### src/rtl/booth_pkg.sv
// Shared types and default sizing for the Booth multiplier core, its sequencer and bench.
package booth_pkg;

  typedef enum logic [1:0] {
    IDLE,
    START,
    WAIT,
    DONE
  } seq_state_e;

  localparam int unsigned WORD_LENGTH_DEF = 16;
  localparam int unsigned TIMEOUT_DEF     = 40;

endpackage

### src/rtl/booth_watchdog.sv
// Cycle counter with synchronous clear and enable; flags expiry at TIMEOUT_CYCLES-1.
module booth_watchdog
  import booth_pkg::*;
#(
  parameter int unsigned TIMEOUT_CYCLES = TIMEOUT_DEF
) (
  input  logic clk,
  input  logic rst_n,
  input  logic clr,
  input  logic en,
  output logic expired
);

  localparam int unsigned CW = $clog2(TIMEOUT_CYCLES);

  logic [CW-1:0] count_q, count_d;

  always_comb begin
    count_d = count_q;
    if (clr) begin
      count_d = '0;
    end else if (en) begin
      count_d = count_q + 1'b1;
    end
  end

  always_ff @(posedge clk or negedge rst_n) begin
    if (!rst_n) begin
      count_q <= '0;
    end else begin
      count_q <= count_d;
    end
  end

  assign expired = (count_q == CW'(TIMEOUT_CYCLES - 1));

endmodule

### src/rtl/booth_mult_sequencer.sv
// Handshaked launch/capture sequencer for the sequential Booth multiplier core.
// Optional overflow detection enabled by defining BOOTH_OVF_DETECT_EN.
module booth_mult_sequencer
  import booth_pkg::*;
#(
  parameter int unsigned WORD_LENGTH    = WORD_LENGTH_DEF,
  parameter int unsigned TIMEOUT_CYCLES = TIMEOUT_DEF
) (
  input  logic                     clk,
  input  logic                     reset,
  input  logic                     in_valid,
  output logic                     in_ready,
  input  logic [WORD_LENGTH-1:0]   op_multiplier,
  input  logic [WORD_LENGTH-1:0]   op_multiplicand,
  output logic                     mult_start,
  output logic [WORD_LENGTH-1:0]   mult_multiplier,
  output logic [WORD_LENGTH-1:0]   mult_multiplicand,
  input  logic                     mult_ready,
  input  logic [2*WORD_LENGTH-1:0] mult_product,
  output logic                     out_valid,
  input  logic                     out_ready,
  output logic [WORD_LENGTH-1:0]   Result,
  output logic                     sign,
  output logic                     error,
  output logic                     overflow
);

  seq_state_e state_q, state_d;
  logic [WORD_LENGTH-1:0] mplier_q, mplier_d;
  logic [WORD_LENGTH-1:0] mcand_q, mcand_d;
  logic [WORD_LENGTH-1:0] result_q, result_d;
  logic                   sign_q, sign_d;
  logic                   error_q, error_d;
  logic                   wd_expired;

  booth_watchdog #(
    .TIMEOUT_CYCLES(TIMEOUT_CYCLES)
  ) u_watchdog (
    .clk    (clk),
    .rst_n  (reset),
    .clr    (state_q == START),
    .en     (state_q == WAIT),
    .expired(wd_expired)
  );

  always_comb begin
    state_d  = state_q;
    mplier_d = mplier_q;
    mcand_d  = mcand_q;
    result_d = result_q;
    sign_d   = sign_q;
    error_d  = error_q;
    unique case (state_q)
      IDLE: begin
        if (in_valid) begin
          mplier_d = op_multiplier;
          mcand_d  = op_multiplicand;
          state_d  = START;
        end
      end
      START: state_d = WAIT;
      WAIT: begin
        // A completing core takes priority over a watchdog expiring in the same cycle.
        if (mult_ready) begin
          result_d = mult_product[WORD_LENGTH-1:0];
          sign_d   = mult_product[2*WORD_LENGTH-1];
          error_d  = 1'b0;
          state_d  = DONE;
        end else if (wd_expired) begin
          result_d = '0;
          sign_d   = 1'b0;
          error_d  = 1'b1;
          state_d  = DONE;
        end
      end
      DONE: begin
        if (out_ready) begin
          state_d = IDLE;
        end
      end
      default: state_d = IDLE;
    endcase
  end

  always_ff @(posedge clk or negedge reset) begin
    if (!reset) begin
      state_q  <= IDLE;
      mplier_q <= '0;
      mcand_q  <= '0;
      result_q <= '0;
      sign_q   <= 1'b0;
      error_q  <= 1'b0;
    end else begin
      state_q  <= state_d;
      mplier_q <= mplier_d;
      mcand_q  <= mcand_d;
      result_q <= result_d;
      sign_q   <= sign_d;
      error_q  <= error_d;
    end
  end

`ifdef BOOTH_OVF_DETECT_EN
  logic [WORD_LENGTH:0] prod_hi;
  logic                 ovf_q, ovf_d;

  // Product fits WORD_LENGTH signed bits only if the top WL+1 bits are all equal.
  assign prod_hi = mult_product[2*WORD_LENGTH-1:WORD_LENGTH-1];

  always_comb begin
    ovf_d = ovf_q;
    if (state_q == WAIT) begin
      if (mult_ready) begin
        ovf_d = ~((&prod_hi) | ~(|prod_hi));
      end else if (wd_expired) begin
        ovf_d = 1'b0;
      end
    end
  end

  always_ff @(posedge clk or negedge reset) begin
    if (!reset) begin
      ovf_q <= 1'b0;
    end else begin
      ovf_q <= ovf_d;
    end
  end

  assign overflow = ovf_q;
`else
  assign overflow = 1'b0;
`endif

  assign in_ready          = (state_q == IDLE);
  assign mult_start        = (state_q == START);
  assign out_valid         = (state_q == DONE);
  assign mult_multiplier   = mplier_q;
  assign mult_multiplicand = mcand_q;
  assign Result            = result_q;
  assign sign              = sign_q;
  assign error             = error_q;

endmodule

### config.mk
export PLATFORM = sky130hd
export DESIGN_NAME = booth_mult_sequencer
export DESIGN_NICKNAME = d
export VERILOG_FILES = /design/src/rtl/booth_pkg.sv /design/src/rtl/booth_watchdog.sv /design/src/rtl/booth_mult_sequencer.sv
export SDC_FILE = /design/constraint.sdc
export NUM_CORES = 1
export LEC_CHECK = 0
export BUFFER_PORTS_ARGS = -buffer_cell sky130_fd_sc_hd__clkbuf_2
export CORE_MARGIN = 2
export CORE_UTILIZATION = 45
export DETAILED_ROUTE_END_ITERATION = 10
export GPL_ROUTABILITY_DRIVEN = 0
export PLACE_DENSITY_LB_ADDON = 0.3
export SLEW_MARGIN = 40
export SYNTH_ARGS = -nofsm -noshare
export SYNTH_HDL_FRONTEND = slang
export SYNTH_HIERARCHICAL = 1
export SYNTH_SLANG_ARGS = --single-unit
### constraint.sdc
create_clock -name clk -period 1.9 [get_ports clk]
set_clock_uncertainty 0.05 [all_clocks]
set_input_delay 0.475 -clock clk [delete_from_list [all_inputs] [get_ports clk]]
set_output_delay 0.475 -clock clk [all_outputs]
set_load 0.02 [all_outputs]
# ---- After elaboration in Yosys (flattened, before gate mapping)
# Index checks and enable logic that the tools add are counted.
dict set report word_totals {
  wordCells 34
  input_bits 69
  ff_bits 58
}
dict set report classes {
  n_reduce_logical 6
  mux 13
  n_eq_ne 7
  n_addsub 1
}
# cell count
set ops {}
lappend ops {{2-to-1 mux 16 bit} 2}
lappend ops {{2-to-1 mux 6 bit} 2}
lappend ops {{2-to-1 mux 2 bit} 4}
lappend ops {{one-hot mux 2 bit (4 select lines)} 1}
lappend ops {{adder 6 x 1 -> 6 bit, second input constant} 1}
lappend ops {{equality test 6 bit, second input constant} 1}
lappend ops {{equality test 2 bit, second input constant} 2}
lappend ops {{2-to-1 mux 1 bit} 4}
lappend ops {{AND reduction 2 bit} 2}
lappend ops {{nonzero test 2 bit} 2}
lappend ops {{!= test 3 bit, second input constant} 1}
lappend ops {{AND reduction 3 bit} 1}
lappend ops {{equality test 2 x 1 -> 1 bit, second input constant} 1}
lappend ops {{zero test 2 bit} 1}
lappend ops {{!= test 2 x 1 -> 1 bit, second input constant} 1}
lappend ops {{!= test 2 bit, second input constant} 1}

# ---- Depth between registers and ports, before layout
dict set report logic_depth {
  depth_word 4
  depth_mapped 6
  depth_no_buf 6
}

# ---- Modules after synthesis
# Netlist, hierarchy kept.
# module area_each_um2 cells_per_inst seq_area_each_um2 instances
set modules_own_cells {}
lappend modules_own_cells {booth_mult_sequencer 2132.0 126 1301.2 1}
lappend modules_own_cells {booth_watchdog 286.5 28 150.1 1}

# ---- Worst setup path after synthesis
# OpenSTA, ideal clock, no wires.
dict set report synth_path {
  path_kind {reg2reg}
  start {register u_watchdog.count_q[0]}
  end {register state_q[1]}
  path_stages_with_launch 7
  t_arrival_ns 1.468
  period_less_slack_ns 1.645
  path_buffers 0
  path_slack_ns 0.255
  t_required_ns 1.722
  path_cell_list {dfrtp_1 ha_1 nand4b_1 nor2_1 nor2_1 a221oi_2 mux2_1}
}
dict set report synth_between {
  elab_chain_cells 3
}
# item line
set synth_lines {}
lappend synth_lines {{start, declared} booth_watchdog.sv:16} ;# logic [CW-1:0] count_q, count_d;
lappend synth_lines {{start signal, assigned} booth_watchdog.sv:31} ;# count_q <= count_d;
lappend synth_lines {{equality test 6 bit} booth_watchdog.sv:35} ;# assign expired = (count_q == CW'(TIMEOUT_CYCLES - 1));
lappend synth_lines {{via wd_expired} booth_mult_sequencer.sv:34} ;# logic wd_expired;
lappend synth_lines {{!= test 3 bit (no source line)} -}
lappend synth_lines {{AND reduction 3 bit (no source line)} -}
lappend synth_lines {{end signal, assigned} booth_mult_sequencer.sv:94} ;# state_q <= state_d;
lappend synth_lines {{end, declared} booth_mult_sequencer.sv:28} ;# seq_state_e state_q, state_d;
# The timed path passes the listed nets, and every way through them passes these cells.
# A chain may end at the register's enable or synchronous reset.

# ---- Worst setup path after layout
dict set report layout_path {
  start {register state_q[0]}
  end {output in_ready}
}
dict set report layout_between {
  elab_chain_cells 1
}
# item line
set layout_lines {}
lappend layout_lines {{zero test 2 bit} booth_mult_sequencer.sv:134} ;# assign in_ready = (state_q == IDLE);
lappend layout_lines {{end, declared} booth_mult_sequencer.sv:12} ;# output logic in_ready,
# No other way between the ends.

==> impl_metrics.env <==
export IMPL_clk_pin_slew_worst_paths_ps=60
export IMPL_cts_sinks=58
export IMPL_cts_hold_buf=0
export IMPL_grt_util_all_layers_pct=16.9
export IMPL_ant_nets=0
export IMPL_dpl_cell_area_um2=3040
export IMPL_swShare_pct=36.7
export IMPL_synthDistinctLibCells=28
export IMPL_synth_nets=228
export IMPL_period_needed_ps=1790
export IMPL_post_cts_buffers=0
export IMPL_dieArea_um2=5980
export IMPL_die_y_um=77.3
export IMPL_min_path_type="in2async"
export IMPL_finalPower_w=0.00604
export IMPL_rsz0062_at_grt="yes"
export IMPL_cp_slowest_cell="dfrtp_1"
export IMPL_syn_inst=154
export IMPL_seqPwrFrac_pct=35.9
export IMPL_drtIter0Drc=42
export IMPL_r2r_start="u_watchdog/count_q[0]"
export IMPL_p_leak_nw=1.76
export IMPL_drc=0
export IMPL_start_kind="flop"
export IMPL_critPathLaunch="state_q[0]"
export IMPL_core_area_um2=5140
export IMPL_worst_slew_pin_transition_ps=673
export IMPL_start_util_pct=47.1
export IMPL_drv_cap=0
export IMPL_maxSlewViolCount=0
export IMPL_nNetsFinal=342
export IMPL_final_cell_area_um2=3250
export IMPL_p_int_w=0.00382
export IMPL_fmax_ghz=0.557
export IMPL_required_ps=1370
export IMPL_power_frac_comb_pct=45.1
export IMPL_dp_hpwl_um=3410
export IMPL_avgSynthCellArea_um2=15.7
export IMPL_wl_per_cell_um=13.8
export IMPL_grt_max_degree=59
export IMPL_worst_ep_arrival_time_ps=1270
export IMPL_p_switching_w=0.00222
export IMPL_first_pass_iters=2
export IMPL_die_w_um=77.3
export IMPL_routed_wirelength_um=4720
export IMPL_synthToLayoutAreaGrowth_pct=34.3
export IMPL_portBuffers=106
export IMPL_gr_total_overflow=0
export IMPL_setup_viol=0
export IMPL_final_common_cell="clkbuf_2"
export IMPL_cts_max_level=3
export IMPL_r2r_end="Result[0]"
export IMPL_p_clk_share_pct=18.9
export IMPL_cts_made_buffers=9
export IMPL_rows=26
export IMPL_cp_top_family="flip-flops"
export IMPL_drive_gt1_share_pct=59.2
export IMPL_mostFrequentLayoutCells="clkbuf_2 (106), dfrtp_1 (58), mux2_4 (30)"
export IMPL_power_per_cell_area_nw_per_um2=1860
export IMPL_clockRootBuffer="clkbuf_8"
export IMPL_fin_crit_sh_pct=94.5
export IMPL_ys_warn_count=6
export IMPL_cp_end_kind="primary output"
export IMPL_clk_latency_ps=320
export IMPL_path_cells="inv_1 -> ha_1 -> clkbuf_2"
export IMPL_cp_depth=3
export IMPL_vias=1622
export IMPL_max_stage_delay_ps=410
export IMPL_r2r_slack_ps=140
export IMPL_clockBufferDepth=2
export IMPL_antenna_found_initial=0
export IMPL_slew_headroom_pct=55.1
export IMPL_status="finished clean"
export IMPL_vias_per_cell=4.74
export IMPL_cts_tree="built"
export IMPL_ir_drop_uv=902
export IMPL_critPathKind="reg2out"
export IMPL_r2r_cells=5
export IMPL_crit_fanout=4
export IMPL_yosysSeqAreaShare_pct=60.0
export IMPL_final_hold_viol_count=0
export IMPL_netlist_area_um2=2420
export IMPL_cp_endpoint="in_ready"
export IMPL_grt_pass1_wl_um=7870
export IMPL_synth_seq_cells=58
export IMPL_grt_pass1_vias=1670
export IMPL_crit_buf_inv=2
export IMPL_io_pins=123
export IMPL_diodes=0
-- power groups by stage --
| stage | Combinational [W] | Clock, W | Sequential, W |
|---|---|---|---|
| 3_3_place_gp | 0.00271 | 0 | 0.00215 |
| 4_1_cts | 0.00276 | 0.00118 | 0.00217 |
| 2_1_floorplan | 0.00129 | 0 | 0.00278 |
| 3_5_place_dp | 0.00276 | 0 | 0.00217 |
| 5_1_grt | 0.00292 | 0.00122 | 0.00225 |
| 6_report | 0.00272 | 0.00114 | 0.00217 |
-- worst min-delay path by stage --
stage | start | to | slack [ps]
finish | reset | mult_multiplier[3] | 110
global route | reset | mult_multiplier[15] | 120
CTS | reset | mult_multiplier[3] | 110
detailed placement | mult_multiplier[1] | mult_multiplier[1] | 440
global placement | mult_multiplier[1] | mult_multiplier[1] | 430
floorplan | reset | Result[0] | 130
-- cells in the mapped netlist --
library cell   n  area [µm²]
nand4b_1       1        8.76
a22o_1        17         149
dfrtp_1       58        1450
nor2b_1        1        6.26
and2_1         1        6.26
o21ai_2        1        8.76
a221oi_2       1        15.0
mux2_4        30         450
ha_1           5        62.6
inv_2          1        3.75
nand2_2        1        6.26
nand2_1        1        3.75
buf_6          4        45.0
conb_1         1        3.75
mux2_1         3        33.8
inv_1          2        7.51
nand4_1        2        12.5
buf_2          1        5.00
buf_4          3        22.5
mux2i_1        1        10.0
o32a_1         1        10.0
xor2_1         3        26.3
nor2_1         8        30.0
nand3_1        2        10.0
o21ai_0        1        5.00
a21oi_1        2        10.0
or3_1          1        6.26
xnor2_1        1        8.76
-- cell type report --
type | count | area [µm²]
well taps | 70 | 87.6
clock buffers | 13 | 169
repair buffers | 111 | 606
flip-flops and latches | 58 | 1450
inverters | 3 | 11.3
multi-input cells | 85 | 888
fillers | 441 | 1890
clock inverters | 2 | 35.0
-- layer usage --
metal  part of all wire (%)  GRT usage (%)  vias up  wire length [µm]
met5                      0              0        -                 0
met4                    2.1           8.75        0                97
met3                    6.6           4.24       10               312
met2                     48           27.2       68              2260
met1                     43           21.1      770              2050
li1                       -              -      774                 -
-- per-stage QoR --
| stage | instances | hold slack, ps | utilization, % | setup WS [ps] | TNS [ps] |
|---|---|---|---|---|---|
| after floorplan | 154 | 129 | - | 255 | 0 |
| after global placement | 327 | 426 | 59.1 | 120 | 0 |
| after detailed placement | 327 | 436 | 59.1 | 94.7 | 0 |
| after CTS | 342 | 111 | 63.1 | 30.7 | 0 |
| after global routing | 342 | 118 | 63.2 | -14.6 | -42.3 |
| final | 342 | 106 | 63.2 | 105 | 0 |
-- state kept, by name, indices dropped and copies added (netlist names) --
signal,count
Result,16
error,1
mult_multiplicand,16
mult_multiplier,16
sign,1
state_q,2
u_watchdog/count_q,6
-- what timing repair did --
| item | in CTS | in global routing |
|---|---|---|
| resized for setup | 0 | 2 |
| endpoints found under the hold margin | 0 | 0 |
| endpoints found under the setup margin | 0 | 13 |
-- logic make-up (layout without fill, tap and decap cells) --
logic type / count (synthesis) / in the layout / share of synthesized area, %
DFF: 58 / 58 / 60.0
muxes: 34 / 34 / 20.4
AOI/OAI and AO/OA: 23 / 23 / 8.17
and+or+nand+nor: 18 / 18 / 3.73
buffers and inverters: 11 / 129 / 3.47
adders and majority gates: 5 / 5 / 2.59
xor gates and xnor gates: 4 / 4 / 1.45
other: 1 / 1 / 0.155
Note: power is estimated with default switching activity, not from simulation.
